`src/rtl/comparator_pkg.sv`:
```
// comparator_pkg -- shared types and constants for the comparator BIST.
//   state_e       : sequencer state encoding
//   MODE_*        : golden-function encodings carried on cmp_mode
//   SETTLE_MAX    : largest supported settle delay (fits SETTLE_W bits)
package comparator_pkg;

  typedef enum logic [2:0] {
    ST_IDLE  = 3'd0,
    ST_DRIVE = 3'd1,
    ST_WAIT  = 3'd2,
    ST_CHECK = 3'd3,
    ST_DONE  = 3'd4
  } state_e;

  localparam logic [1:0] MODE_EQ = 2'b00;  // A == B
  localparam logic [1:0] MODE_GT = 2'b01;  // A >  B
  localparam logic [1:0] MODE_LT = 2'b10;  // A <  B
  localparam logic [1:0] MODE_GE = 2'b11;  // A >= B

  localparam int SETTLE_MAX = 15;
  localparam int SETTLE_W   = 4;

endpackage

```
`src/rtl/cmp_golden.sv`:
```
// cmp_golden -- combinational reference comparator, unsigned operands.
//   a, b : operands
//   mode : golden function select (MODE_EQ/GT/LT/GE)
//   f    : expected comparator result
module cmp_golden
  import comparator_pkg::*;
#(
  parameter int WIDTH = 2
) (
  input  logic [WIDTH-1:0] a,
  input  logic [WIDTH-1:0] b,
  input  logic [1:0]       mode,
  output logic             f
);

  always_comb begin
    f = 1'b0;
    case (mode)
      MODE_EQ: f = (a == b);
      MODE_GT: f = (a >  b);
      MODE_LT: f = (a <  b);
      MODE_GE: f = (a >= b);
      default: f = 1'b0;
    endcase
  end

endmodule

```
`src/rtl/comparator_bist.sv`:
```
// comparator_bist -- exhaustive self-test engine for a WIDTH-bit comparator.
// Sweeps every {A,B} pair, waits SETTLE cycles per vector, checks dut_f
// against the golden function latched at start, and reports the result.
//   clk, rst_n        : clock, async active-low reset
//   start             : run request, honoured only in IDLE
//   cmp_mode          : golden function, latched at start
//   dut_a, dut_b      : registered operands to the device under test
//   dut_f             : device result
//   busy, done        : run in progress / one-cycle end-of-run pulse
//   pass              : last completed run had no mismatches
//   err_count         : mismatch count of current or last run
//   first_fail_vec    : {A,B} of the first mismatch
//
// state    | meaning
// ---------+------------------------------------------------------
// ST_IDLE  | waiting for start; results of last run held
// ST_DRIVE | operands for vec applied
// ST_WAIT  | settle delay, SETTLE cycles (skipped when SETTLE=0)
// ST_CHECK | dut_f compared with golden; advance or finish
// ST_DONE  | done pulse, back to IDLE
module comparator_bist
  import comparator_pkg::*;
#(
  parameter int WIDTH  = 2,
  parameter int SETTLE = 1
) (
  input  logic                 clk,
  input  logic                 rst_n,
  input  logic                 start,
  input  logic [1:0]           cmp_mode,
  output logic [WIDTH-1:0]     dut_a,
  output logic [WIDTH-1:0]     dut_b,
  input  logic                 dut_f,
  output logic                 busy,
  output logic                 done,
  output logic                 pass,
  output logic [2*WIDTH:0]     err_count,
  output logic [2*WIDTH-1:0]   first_fail_vec
);

  localparam int VW = 2 * WIDTH;
  // Out-of-range settle requests are clamped to what the wait timer holds.
  localparam int SETTLE_EFF = (SETTLE > SETTLE_MAX) ? SETTLE_MAX :
                              (SETTLE < 0) ? 0 : SETTLE;
  // Down-counter load: terminal count 0 is reached after SETTLE_EFF cycles.
  localparam logic [SETTLE_W-1:0] WAIT_LD =
    (SETTLE_EFF > 0) ? SETTLE_W'(SETTLE_EFF - 1) : '0;
  localparam logic [VW-1:0] VEC_LAST = '1;

  state_e              state_q, state_d;
  logic [1:0]          mode_q, mode_d;
  logic [VW-1:0]       vec_q, vec_d;
  logic [VW:0]         err_q, err_d;
  logic [VW-1:0]       ffv_q, ffv_d;
  logic                pass_q, pass_d;
  logic [SETTLE_W-1:0] wait_q, wait_d;
  logic                golden_f;
  logic                mismatch;

  cmp_golden #(.WIDTH(WIDTH)) u_golden (
    .a    (vec_q[VW-1:WIDTH]),
    .b    (vec_q[WIDTH-1:0]),
    .mode (mode_q),
    .f    (golden_f)
  );

  assign mismatch = (dut_f != golden_f);

  // State register
  always_ff @(posedge clk or negedge rst_n) begin
    if (!rst_n) begin
      state_q <= ST_IDLE;
    end else begin
      state_q <= state_d;
    end
  end

  // Next-state logic
  always_comb begin
    state_d = state_q;
    case (state_q)
      ST_IDLE:  if (start) state_d = ST_DRIVE;
      ST_DRIVE: state_d = (SETTLE_EFF == 0) ? ST_CHECK : ST_WAIT;
      ST_WAIT:  if (wait_q == '0) state_d = ST_CHECK;
      ST_CHECK: state_d = (vec_q == VEC_LAST) ? ST_DONE : ST_DRIVE;
      ST_DONE:  state_d = ST_IDLE;
      default:  state_d = ST_IDLE;
    endcase
  end

  // Output and datapath next-value logic
  always_comb begin
    busy   = (state_q != ST_IDLE);
    done   = (state_q == ST_DONE);
    mode_d = mode_q;
    vec_d  = vec_q;
    err_d  = err_q;
    ffv_d  = ffv_q;
    pass_d = pass_q;
    wait_d = wait_q;
    case (state_q)
      ST_IDLE: begin
        if (start) begin
          mode_d = cmp_mode;
          vec_d  = '0;
          err_d  = '0;
          ffv_d  = '0;
          pass_d = 1'b0;
        end
      end
      ST_DRIVE: wait_d = WAIT_LD;
      ST_WAIT:  if (wait_q != '0) wait_d = wait_q - 1'b1;
      ST_CHECK: begin
        if (mismatch) begin
          err_d = err_q + 1'b1;
          if (err_q == '0) ffv_d = vec_q;
        end
        // pass is resolved on the last vector so it is valid alongside done.
        if (vec_q != VEC_LAST) begin
          vec_d = vec_q + 1'b1;
        end else begin
          pass_d = (err_d == '0);
        end
      end
      default: ;
    endcase
  end

  // Datapath registers
  always_ff @(posedge clk or negedge rst_n) begin
    if (!rst_n) begin
      mode_q <= '0;
      vec_q  <= '0;
      err_q  <= '0;
      ffv_q  <= '0;
      pass_q <= 1'b0;
      wait_q <= '0;
    end else begin
      mode_q <= mode_d;
      vec_q  <= vec_d;
      err_q  <= err_d;
      ffv_q  <= ffv_d;
      pass_q <= pass_d;
      wait_q <= wait_d;
    end
  end

  assign dut_a          = vec_q[VW-1:WIDTH];
  assign dut_b          = vec_q[WIDTH-1:0];
  assign pass           = pass_q;
  assign err_count      = err_q;
  assign first_fail_vec = ffv_q;

endmodule

```
`config.mk`:
```
export PLATFORM = sky130hd
export DESIGN_NAME = comparator_bist
export DESIGN_NICKNAME = d
export VERILOG_FILES = /design/src/rtl/comparator_pkg.sv /design/src/rtl/cmp_golden.sv /design/src/rtl/comparator_bist.sv
export SDC_FILE = /design/constraint.sdc
export NUM_CORES = 1
export LEC_CHECK = 0
export ABC_AREA = 1
export CAP_MARGIN = 15
export CORE_MARGIN = 5
export CORE_UTILIZATION = 61
export CTS_CLUSTER_SIZE = 8
export DETAILED_ROUTE_END_ITERATION = 7
export DONT_BUFFER_PORTS = 1
export GPL_ROUTABILITY_DRIVEN = 0
export HOLD_SLACK_MARGIN = 0.12
export PLACE_DENSITY = 0.77
export SYNTH_ARGS = -nofsm -noshare
export SYNTH_HDL_FRONTEND = slang
export SYNTH_SLANG_ARGS = --single-unit
```
`constraint.sdc`:
```
create_clock -name clk -period 1.85 [get_ports clk]
set_input_delay 0.185 -clock clk [delete_from_list [all_inputs] [get_ports clk]]
set_output_delay 0.185 -clock clk [all_outputs]
set_load 0.02 [all_outputs]
```
# After elaboration in Yosys (flattened, before gate mapping)

Cells that the tools add are included.
Widths: inputs -> output; s select.

Register bits after elaboration: 23
Input port bits: 6
Output and inout bits: 16
Word-level logic and storage cells: 67

Add/sub/neg operators: 3
$lt $le $gt $ge: 3
Equal/unequal tests: 18
Multiplexer cells: 20
Reductions and logical operators: 16

Operators by type and width:

| operator            | number |
|---|---|
| $pmux 4 s2          | 3 |
| $mux 4              | 5 |
| $mux 5              | 3 |
| $ne 2x2->1 const B  | 7 |
| $pmux 3 s4          | 1 |
| $logic_not 5->1     | 2 |
| $pmux 5 s2          | 1 |
| $mux 3              | 3 |
| $reduce_and 2->1    | 4 |
| $eq 3x2->1 const B  | 2 |
| $reduce_and 3->1    | 2 |
| $add 5x1->5 const B | 1 |
| $add 4x1->4 const B | 1 |
| $eq 2x2->1 const B  | 2 |
| $eq 4x4->1 const B  | 1 |
| $logic_not 4->1     | 1 |
| $ne 4x4->1 const B  | 1 |
| $pmux 1 s4          | 1 |
| $reduce_and 4->1    | 1 |
| $reduce_bool 2->1   | 2 |
| $reduce_bool 4->1   | 1 |
| $sub 4x1->4 const B | 1 |
| $eq 3x1->1 const B  | 1 |
| $eq 3x3->1 const B  | 1 |
| 11 further kinds    | 12 |

# Logic depth before layout (Yosys ltp)

Depth after elaboration: 8
Gate-level depth with buffers: 15
Depth with buffers taken out: 15

# By module

From an unflattened synthesis, not the netlist that was laid out.

Cells, all modules: 171
Area, all modules: 1347.5 µm²

Modules (own cells, without submodules):

| module          | instances | cells each | area an instance (µm²) | sequential area each (µm²) |
|---|---|---|---|---|
| comparator_bist | 1         | 154        | 1258.7                 | 575.6 |
| cmp_golden      | 1         | 17         | 88.8                   | 0.0 |

# Worst setup path after synthesis

No wires, ideal clock.

Path kind: register to register
Start point: register vec_q[2]
End point: register ffv_q[0], in the netlist first_fail_vec[0]
Library setup time: 123 ps
Arrival time: 1753 ps
Data required time: 1727 ps
Setup slack: -26 ps
Stages on the path, launching flop included: 13
Buffers on the path: 0
Period minus slack after synthesis: 1876 ps
Cell sequence: dfrtp_1 inv_1 ha_1 nand2_1 nand3_1 nand2_1 nand2_1 nand3_1 nand2_2 nor2_2 nand2_1 nand3_1 o21ai_1

Cells in the longest elaborated chain, start to end: 5
Elaborated cells between the ends (all ways): 8
Those cells by class: 3 x order compare; 3 x eq/ne; 1 x mux; 1 x reduce/logical

Ends and longest elaborated chain:

| what                                     | RTL line               | source |
|---|---|---|
| from (decl)                              | comparator_bist.sv:52  | `logic [VW-1:0] vec_q, vec_d;` |
| from (signal assigned)                   | comparator_bist.sv:140 | `vec_q <= vec_d;` |
| $ge 2x2->1, or another cell as far along | cmp_golden.sv:22       | `MODE_GE: f = (a >= b);` |
| $pmux 1 s4 (*)                           | cmp_golden.sv:18       | `case (mode)` |
| $ne 1x1->1 (*)                           | comparator_bist.sv:67  | `assign mismatch = (dut_f != golden_f);` |
| $ne 2x2->1 (no line) (*)                 | -                      |  |
| $reduce_and 4->1 (no line) (*)           | -                      |  |
| to (signal assigned)                     | comparator_bist.sv:142 | `ffv_q <= ffv_d;` |
| to (decl)                                | comparator_bist.sv:54  | `logic [VW-1:0] ffv_q, ffv_d;` |

Every way passes the cells marked *; elsewhere a longest branch is shown, timed or not.
A chain may end at the register's enable or synchronous reset.

# Worst setup path after layout

Start point: register vec_q[2]
End point: register pass_q, in the netlist pass

Cells in the longest elaborated chain, start to end: 8
Elaborated cells between the ends (all ways): 14
Those cells by class: 3 x order compare; 4 x eq/ne; 5 x mux; 2 x reduce/logical

Ends and longest elaborated chain:

| what                                     | RTL line               | source |
|---|---|---|
| $ge 2x2->1, or another cell as far along | cmp_golden.sv:22       |  |
| $pmux 1 s4                               | cmp_golden.sv:18       |  |
| $ne 1x1->1                               | comparator_bist.sv:67  |  |
| $mux 5                                   | comparator_bist.sv:114 | `if (mismatch) begin` |
| $mux 5                                   | comparator_bist.sv:101 | `case (state_q)` |
| $logic_not 5->1                          | comparator_bist.sv:122 | `pass_d = (err_d == '0);` |
| $mux 1                                   | comparator_bist.sv:119 | `if (vec_q != VEC_LAST) begin` |
| $pmux 1 s2                               | comparator_bist.sv:101 |  |
| to (signal assigned)                     | comparator_bist.sv:143 | `pass_q <= pass_d;` |
| to (decl)                                | comparator_bist.sv:55  | `logic pass_q, pass_d;` |

Several ways; a longest one is shown, not always the timed one. The select of a mux whose other input is x is not followed.

==> impl_results.md <==
* Status: complete, no violations
* Yosys warnings at 0
* Total GRT Usage at 0.198
* Initial Util at 0.640
* Area added between synthesis and finish at 24.5%
* Placed cell area at 1400 um2
* Yosys reg bits at 23
* Clock buffer depth at 2
* Tcrit/Tclk final at 0.976
* Setup TNS at 0 ns
* Share of cells above drive strength 1 at 0.263
* Cell Rows at 16
* Dpl hpwl at between 2 and 2.5 mm
* CTS buffer count at 3
* Synth top area cells: dfrtp_1 (45%), nand2_1 (9.5%), nand3_1 (7.5%)
* Crit path kind: register to register
* Antenna diodes at 0
* Max Cap Violations at 0
* Die footprint at 3090 um2
* Cell count after synthesis at 156
* Slew Limit Headroom at 0.631
* Largest net degree at the start of global routing at 24
* GRT Residual Overflow at 0
* VDD IR max at about 0.0012 V
* Die H at 55.6 um
* Unique masters post-synth at 27
* Top delay family on crit path: simple AND/OR/NAND/NOR gates
* Critical-path top delay cell: dfrtp_2
* Most common cell after layout, fill and taps aside: nand2_1
* Finish-stage setup viols at 0
* First-pass GRT wire length at 5.05 mm
* Most frequent cells in the layout: nand2_1 (27), inv_1 (21), dfrtp_1 (21), nand3_1 (14), buf_4 (13)
* Largest stage delay on the critical path at 0.44 ns
* Worst min-delay path class: primary input to register
* Antenna Violating Nets Remaining at 0
* Core Util, Final at 0.797
* Leading area contributor after synthesis: dfrtp_1
* Initial antenna violation count at 0
* Mapped Nets at 168
* Cell area power density at 1740 nW/um2
* Clock-pin slew on the worst setup and hold paths at 0.13 ns
* Root Buffer Master: clkbuf_4
* I/O pin cnt at 22
* Final Slew Violations at 0
* Worst skew pair latency at about 0.31 ns
* Most Frequent Cell on Critical Path: nand2_1
* CTS tree: built
* Fin nets at 192
* Least-Margin Pin Slew at 0.552 ns
* Worst path cell trace: inv_2 > ha_4 > nand2_1 > nand3_2 > nand2_1 > nand2_2 > nand2_1 > nand2_2 > buf_6 > nand3_2 > nand3_1 > nor2_1 > nand3_1 > nand2_1
* WP data required at 2.11 ns
* Total power at 2.74 mW
* Crit path DAT at 2.07 ns
* Vias at 1,182
* Filler cells at roughly 130
* Syn_area_per_cell at 8.13 um2
* Yosys top cell area share at 0.454
* Crit start category: register
* Die width at 55.6 um
* Crit-path max FO at 4
* Synth Cell Area at 1270 um2
* WHS at 0.248 ns
* Minimum clock period at approximately 1.8 ns
* Seq/Total Area, Yosys at 0.454
* Via density at 5.74
* Clk sinks at 23
* CP Capture Type: register
* F_max at 554 MHz
* Iteration count of the initial detailed-routing pass at 4
* Fin Clk Skew at 0.00885 ns
* H-Tree Depth at 1
* Port bufs at 0
* Final hold vios at 0
* Final Cell Area at 1580 um2
* Leakage Power at 0.802 nW
* Worst path bufs/invs at 2
* Core area at 1980 um2
* Number of global-route vias before repair at 1,231
* Drt wl/cell at around 16 um
* Initial DRC Count at 22
* Post-Route WL at 3.34 mm
* Drc violations at 0
==> synthesized netlist by cell type, drive strengths merged <==
cell type and instances:
a211oi 1, a21oi 4, and3 1, dfrtp 23, ha 6, inv 26, nand2 34, nand3 19
nand3b 1, nand4 1, nor2 10, nor3 6, nor3b 1, o21a 1, o21ai 14, o22ai 1
o31ai 1, o32ai 1, or2 1, xor2 4
==> final timing paths <==
path,start,endpoint,slack [ns],cells after the start
hold / removal,start,first_fail_vec[3]$_DFFE_PN0P_,0.25,5
max in group asynchronous,rst_n,wait_q[2]$_DFFE_PN0P_,1.08,2
min in group asynchronous,rst_n,err_count[0]$_DFFE_PN0P_,0.28,1
hold reg to reg,wait_q[1]$_DFFE_PN0P_,wait_q[1]$_DFFE_PN0P_,0.52,2
setup / recovery,vec_q[2]$_DFFE_PN0P_,pass$_DFFE_PN0P_,0.04,14
setup reg to reg,vec_q[2]$_DFFE_PN0P_,pass$_DFFE_PN0P_,0.04,14
==> repair_timing <==
action                                 4_1_cts  5_1_grt
setup endpoints to repair                    3       10
endpoints found under the hold margin       26        0
gates resized for setup                      1       18
cloned                                       0        0
buffers inserted                             0        1
pin swaps                                    0        6
hold buffers                                 4        0
==> power by group <==
group | switching, mW | leakage [nW] | total (mW) | internal (mW)
clock | 0.153 | 0.0177 | 0.234 | 0.0806
combinational | 0.990 | 0.483 | 1.59 | 0.605
sequential | 0.252 | 0.302 | 0.912 | 0.661
total | 1.39 | 0.802 | 2.74 | 1.35
==> worst register-to-register path, cell delays in order, from the launching register on <==
cell and delay (ns):
dfrtp_2 0.44, inv_2 0.09, ha_4 0.21, nand2_1 0.08, nand3_2 0.06, nand2_1 0.08, nand2_2 0.06, nand2_1 0.07
nand2_2 0.08, buf_6 0.13, nand3_2 0.07, nand3_1 0.09, nor2_1 0.15, nand3_1 0.08, nand2_1 0.07
==> final cells by class <==
cell class              instances  area, um2  area share
multi-input cells             107        678       0.429
flip-flops and latches         23        578       0.366
repair buffers                 19        164       0.104
inverters                      26       97.6      0.0618
well taps                      27       33.8      0.0214
clock buffers                   3       22.5      0.0143
clock inverters                 1       5.00     0.00317
==> cells by family after synthesis <==
kind of cell | Yosys count | synth area share
flip-flops | 23 | 0.454
XOR/XNOR | 4 | 0.0276
adder cells (fa/ha/maj) | 6 | 0.0592
buffers and inverters | 26 | 0.0769
AO/OA/AOI/OAI | 23 | 0.101
AND/OR/NAND/NOR | 74 | 0.282
==> through the flow <==
step / worst slack [ns] / instances
6_report: 0.0442 / 206
5_1_grt: -0.0956 / 206
4_1_cts: 0.0274 / 204
3_5_place_dp: -0.0139 / 196
3_3_place_gp: 0.105 / 196
2_1_floorplan: 0.0286 / 156
==> flip-flops by register name, indices dropped and copies added, names as in the netlist <==
signal / cells
wait_q: 4
mode_q: 2
err_count: 5
vec_q: 4
pass: 1
first_fail_vec: 4
state_q: 3
==> per-layer routing <==
metal,part of all wire,track usage,vias up
li1,-,-,560
met1,0.39,0.225,563
met2,0.53,0.358,47
met3,0.061,0.0487,12
met4,0.026,0.0625,0
met5,0,0,-
No activity file was read; power rests on OpenSTA's default activity.
==> edit 1, RTL diff (same flow settings) <==
`SETTLE_W`: 4 -> 6.
--- a/src/rtl/comparator_pkg.sv
+++ b/src/rtl/comparator_pkg.sv
@@ -20,3 +20,3 @@
   localparam int SETTLE_MAX = 15;
-  localparam int SETTLE_W   = 4;
+  localparam int SETTLE_W   = 6;
 
Formal check against the unedited RTL: no difference found for any inputs over 10 cycles, from zero or initial values and one cycle with rst_n low; that may be too few to reach the edited logic, so the function may still have changed.
==> edit 1 against the unedited design <==
Synthesized cell count is 13% higher. Sequential cell count is 2 higher. Wire length is 7.1% lower. Sequential share of layout area is 0.54 points higher. Cell count is 6.3% higher. Cell area is 6.7% higher. Worst setup slack better by 30 ps. Via count is 4.7% higher. Total power is 13% higher. Non-clock buffer count is 8 lower. Area after synthesis is 12% higher. Critical path type unchanged. Critical endpoint unchanged. Largest power group unchanged. Highest routed layer unchanged.
==> edit 1: results (changes against the unedited design) <==
[floorplan]
start_util = 0.644  ; was 0.640

[grt]
gr-usage-met2 = 0.321  ; was 0.358
grt_use_met1 = 0.243  ; was 0.225
grtUsageTotal = 0.185  ; was 0.198
grt_pass1_wl_um = 5020  ; was 5050 um
met3_usage = 0.0351  ; was 0.0487
grt_max_degree = 26  ; was 24

[yosys]
ys_top_cells_by_area = dfrtp_1, nand2_1, inv_1, nand3_1, ha_1  ; was dfrtp_1, nand2_1, nand3_1, inv_1, ha_1
synth_fa_ha_area_frac = 0.0615  ; was 0.0592
synth_compound_area_frac = 0.104  ; was 0.101
ys_seq_area_frac = 0.439  ; was 0.454
synthXorXnorAreaFrac = 0.0246  ; was 0.0276
syn_nets = 189  ; was 168
synth_commonest_cells = nand2_1, inv_1, dfrtp_1  ; was nand2_1, dfrtp_1, inv_1

[layout]
fin_nets = 205  ; was 192
largest_register_ffs = 6  ; was 5
fin_cells = 219  ; was 206
final_area_um2 = 1680  ; was 1580 um^2
nFillCells = 151  ; was 133

[pwr]
total_power_mw = 3.10  ; was 2.74 mW
peakVddDrop_mv = 1.13  ; was 1.21 mV
p_seq_frac = 0.328  ; was 0.333
p_int_mw = 1.49  ; was 1.35 mW

[placed_design]
pre_cts_ws_ps = 16.1  ; was -13.9 ps
placed_area_um2 = 1500  ; was 1400 um^2
post-dp-hpwl_um = 2160  ; was 2260 um

[drt]
dr.first_iter.drc_count = 25  ; was 22
wire_per_inst_um = 14.2  ; was 16.2 um
wl_met3_um = 148  ; was 203 um
met2RoutedLength_um = 1610  ; was 1760 um
num_vias = 1237  ; was 1182
top_layer_used = met4  ; unchanged

[critical_path]
critPathMaxFanout = 7  ; was 4
max_stage_delay_ps = 420  ; was 440 ps
arrival_ps = 1990  ; was 2070 ps
crit_slowest_cell = dfrtp_1  ; was dfrtp_2

[sta]
skew_ps = 1.67  ; was 8.85 ps
tightest_slew_ps = 385  ; was 552 ps

[run_status]
outcome = completed  ; unchanged

edit 1: cell types whose count changed in the layout (fill, tap and decap cells not counted), moves of 3 or more:
| cell | before | now |
|---|---|---|
| nor2_2 | 1 | 4 |
| nor2_1 | 7 | 12 |
| buf_4 | 13 | 6 |
| inv_1 | 21 | 26 |
| dfrtp_1 | 21 | 25 |
edit 1: cell families (layout without fill, tap and decap cells):
family | after synthesis | after routing
compound gates | 26 | 26
xor+xnor | 4 | 4
fa+ha+maj | 7 | 7
buf+inv | 32 | 47
flops | 25 | 25
simple gates | 82 | 82
edit 1: timing repair:
action,4_1_cts,5_1_grt
setup buffers,0,1
pin swaps,1,3
hold buffers,5,0
resized for setup,2,17
endpoints found under the setup margin,1,9
endpoints found under the hold margin,31,0
edit 1: area by class of cell:
class	instances	share of cell area
Timing Repair Buffer	11	0.0624
Multi-Input combinational cell	119	0.458
Clock inverter	1	0.00297
Tap cell	28	0.0208
Clock buffer	3	0.0134
Inverter	32	0.0713
Sequential cell	25	0.371
edit 1: worst paths after layout:
check	from	endpoint	slack, ps	cells after the start
max	vec_q[1]$_DFFE_PN0P_	pass$_DFFE_PN0P_	70	12
min	dut_f	err_count[4]$_DFFE_PN0P_	240	4
max reg2reg	vec_q[1]$_DFFE_PN0P_	pass$_DFFE_PN0P_	70	12
min reg2reg	wait_q[3]$_DFFE_PN0P_	wait_q[3]$_DFFE_PN0P_	490	1
max in group asynchronous	rst_n	wait_q[5]$_DFFE_PN0P_	1410	2
min in group asynchronous	rst_n	wait_q[0]$_DFFE_PN0P_	300	2
edit 1: critical path: cells and delay by family, from the launching register on:
family / cells / cell delay [ps]
AOI/OAI and AO/OA: 1 / 180
DFF: 1 / 420
buffers and inverters: 2 / 180
and+or+nand+nor: 8 / 690
adders and majority gates: 1 / 220
==> edit 2, RTL diff (same settings) <==
Made on the original files. Register the outputs `dut_a` and `dut_b`, cleared by the reset; this adds one clock of latency there. The other outputs are not delayed to match. Comments in the files are not updated.
--- a/src/rtl/comparator_bist.sv
+++ b/src/rtl/comparator_bist.sv
@@ -147,4 +147,11 @@
 
-  assign dut_a          = vec_q[VW-1:WIDTH];
-  assign dut_b          = vec_q[WIDTH-1:0];
+  always_ff @(posedge clk or negedge rst_n) begin
+    if (!rst_n) begin
+      dut_a <= '0;
+      dut_b <= '0;
+    end else begin
+      dut_a <= vec_q[VW-1:WIDTH];
+      dut_b <= vec_q[WIDTH-1:0];
+    end
+  end
   assign pass           = pass_q;
Function: changed (a bounded check fails within 10 cycles, from zero or initial values and one cycle with rst_n low).
==> edit 2 against the unedited design <==
Cell area up 2.2%. Wire length down 9.6%. Worst setup slack gained 48 ps. Fmax rose by 2.7%. Total power decreased by 3.2%. Area after synthesis is 8.3% higher. Count of clock-buffer cells in the layout did not move. Sequential cell count is 4 higher. Critical endpoint unchanged. Largest cell class is now registers. Largest power group unchanged. Highest routed layer unchanged.
==> edit 2: results (changes against the unedited design) <==
[run_status]
outcome = completed  ; unchanged

[worst_hold_path]
min_path_type = input pin to flip-flop  ; unchanged

[yosys]
yosysWarnings = 0  ; unchanged
ys_top_cells_by_area = dfrtp_1, nand2_1, nand3_1, inv_1, ha_1  ; unchanged
ys_types = 23  ; was 27
ys_seq_area_frac = 0.492  ; was 0.454
syn_nets = 177  ; was 168
synth_commonest_cells = nand2_1, dfrtp_1, inv_1  ; unchanged
ys.flop_type = dfrtp_1  ; unchanged
syn_area_per_cell_um2 = 8.33  ; was 8.13 um^2
ys_async_sr_fraction = 1.00  ; unchanged

[cts]
cts_max_level = 1  ; unchanged
cts_resized = 1  ; unchanged
cts_buffer_depth = 2  ; unchanged
clockRootBuffer = clkbuf_4  ; unchanged
clkTransAtPathRegs_ps = 150  ; was 130 ps
clock_latency_ps = 320
cts_setup_buffers = 1  ; was 0
hold_buffers = 5  ; was 4
cts_made_buffers = 3  ; unchanged

[critical_path]
crit_slowest_cell = dfrtp_1  ; was dfrtp_2
arrival_ps = 2030  ; was 2070 ps
max_stage_delay_ps = 450
critPathMaxFanout = 4  ; unchanged

[layout]
layout-drive-gt1-share = 0.193  ; was 0.263
largest_register_ffs = 5  ; unchanged
nFillCells = 156  ; was 133
fin_cells = 209  ; was 206
fin_nets = 194  ; was 192
diodes = 0  ; unchanged

[grt]
grtUsageTotal = 0.190  ; was 0.198
grt_pass1_wl_um = 4910  ; was 5050 um
grt_max_degree = 28  ; was 24
grt_pass1_vias = 1127  ; was 1231
antenna_found_initial = 0  ; unchanged

[drt]
drt-total-wl_um = 3020  ; was 3340 um
dr.pass1.iters = 4  ; unchanged
vias_per_cell = 5.48  ; was 5.74
dr.first_iter.drc_count = 49  ; was 22

[pwr]
peakVddDrop_mv = 1.21  ; about the same
p_leak_nw = 0.806  ; was 0.802 nW

[sta]
maxSlewHeadroom = 0.562  ; was 0.631
skew_ps = 2.00  ; was 8.85 ps

[placed_design]
port_buffers = 0  ; unchanged
dp.cells = 199  ; was 196
post-dp-hpwl_um = 2210  ; was 2260 um

## edit 2: cell type report
cell class | instances | share of cell area
Tap cell | 28 | 0.0217
Clock inverter | 1 | 0.00465
Inverter | 26 | 0.0605
Timing Repair Buffer | 12 | 0.0698
Clock buffer | 3 | 0.0140
Sequential cell | 27 | 0.419
Multi-Input combinational cell | 112 | 0.411
## edit 2: final timing paths
check	start	to	slack (ps)	depth (start not counted)
setup / recovery	vec_q[3]$_DFFE_PN0P_	pass$_DFFE_PN0P_	90	13
hold / removal	dut_f	err_count[2]$_DFFE_PN0P_	240	5
setup reg to reg	vec_q[3]$_DFFE_PN0P_	pass$_DFFE_PN0P_	90	13
hold reg to reg	wait_q[1]$_DFFE_PN0P_	wait_q[1]$_DFFE_PN0P_	530	2
max in group asynchronous	rst_n	mode_q[1]$_DFFE_PN0P_	1410	2
min in group asynchronous	rst_n	state_q[0]$_DFFE_PN0P_	290	2
## edit 2: power breakdown
| group | switching (mW) | leakage, nW | internal, mW | total [mW] |
|---|---|---|---|---|
| registers | 0.306 | 0.355 | 0.774 | 1.08 |
| logic | 0.825 | 0.437 | 0.490 | 1.31 |
| clock network | 0.176 | 0.0139 | 0.0825 | 0.258 |
## edit 2: per-stage QoR
| stage | power [mW] | cell area (um^2) | hold WS (ps) | worst slack [ps] |
|---|---|---|---|---|
| 2_1_floorplan | 1.85 | 1370 | -111 | 188 |
| 3_3_place_gp | 2.11 | 1450 | -110 | 111 |
| 3_5_place_dp | 2.16 | 1450 | -110 | 40.1 |
| 4_1_cts | 2.48 | 1550 | 247 | 12.4 |
| 5_1_grt | 2.87 | 1610 | 264 | -28.6 |
| 6_report | 2.65 | 1610 | 240 | 92.5 |
## edit 2: kinds of logic (layout without fill, tap and decap cells)
| kind of cell | count (synthesis) | in the layout | synth area share |
|---|---|---|---|
| and+or+nand+nor | 78 | 78 | 0.260 |
| buffers and inverters | 26 | 42 | 0.0710 |
| adders and majority gates | 6 | 6 | 0.0546 |
| DFF | 27 | 27 | 0.492 |
| AOI/OAI and AO/OA | 24 | 24 | 0.0975 |
| xor gates and xnor gates | 4 | 4 | 0.0255 |
## edit 2: worst max-delay path, delay by kind of cell (launching register included)
family / cells / cell delay (ps)
simple gates: 12 / 980
flops: 1 / 450
fa+ha+maj: 1 / 290
## edit 2: metal layers
layer | part of all wire | GRT usage | vias to the layer above
met1 | 0.42 | 0.235 | 534
met3 | 0.057 | 0.0385 | 8
met5 | 0 | 0 | -
li1 | - | - | 569
met4 | 0.024 | 0.0662 | 0
met2 | 0.49 | 0.329 | 34
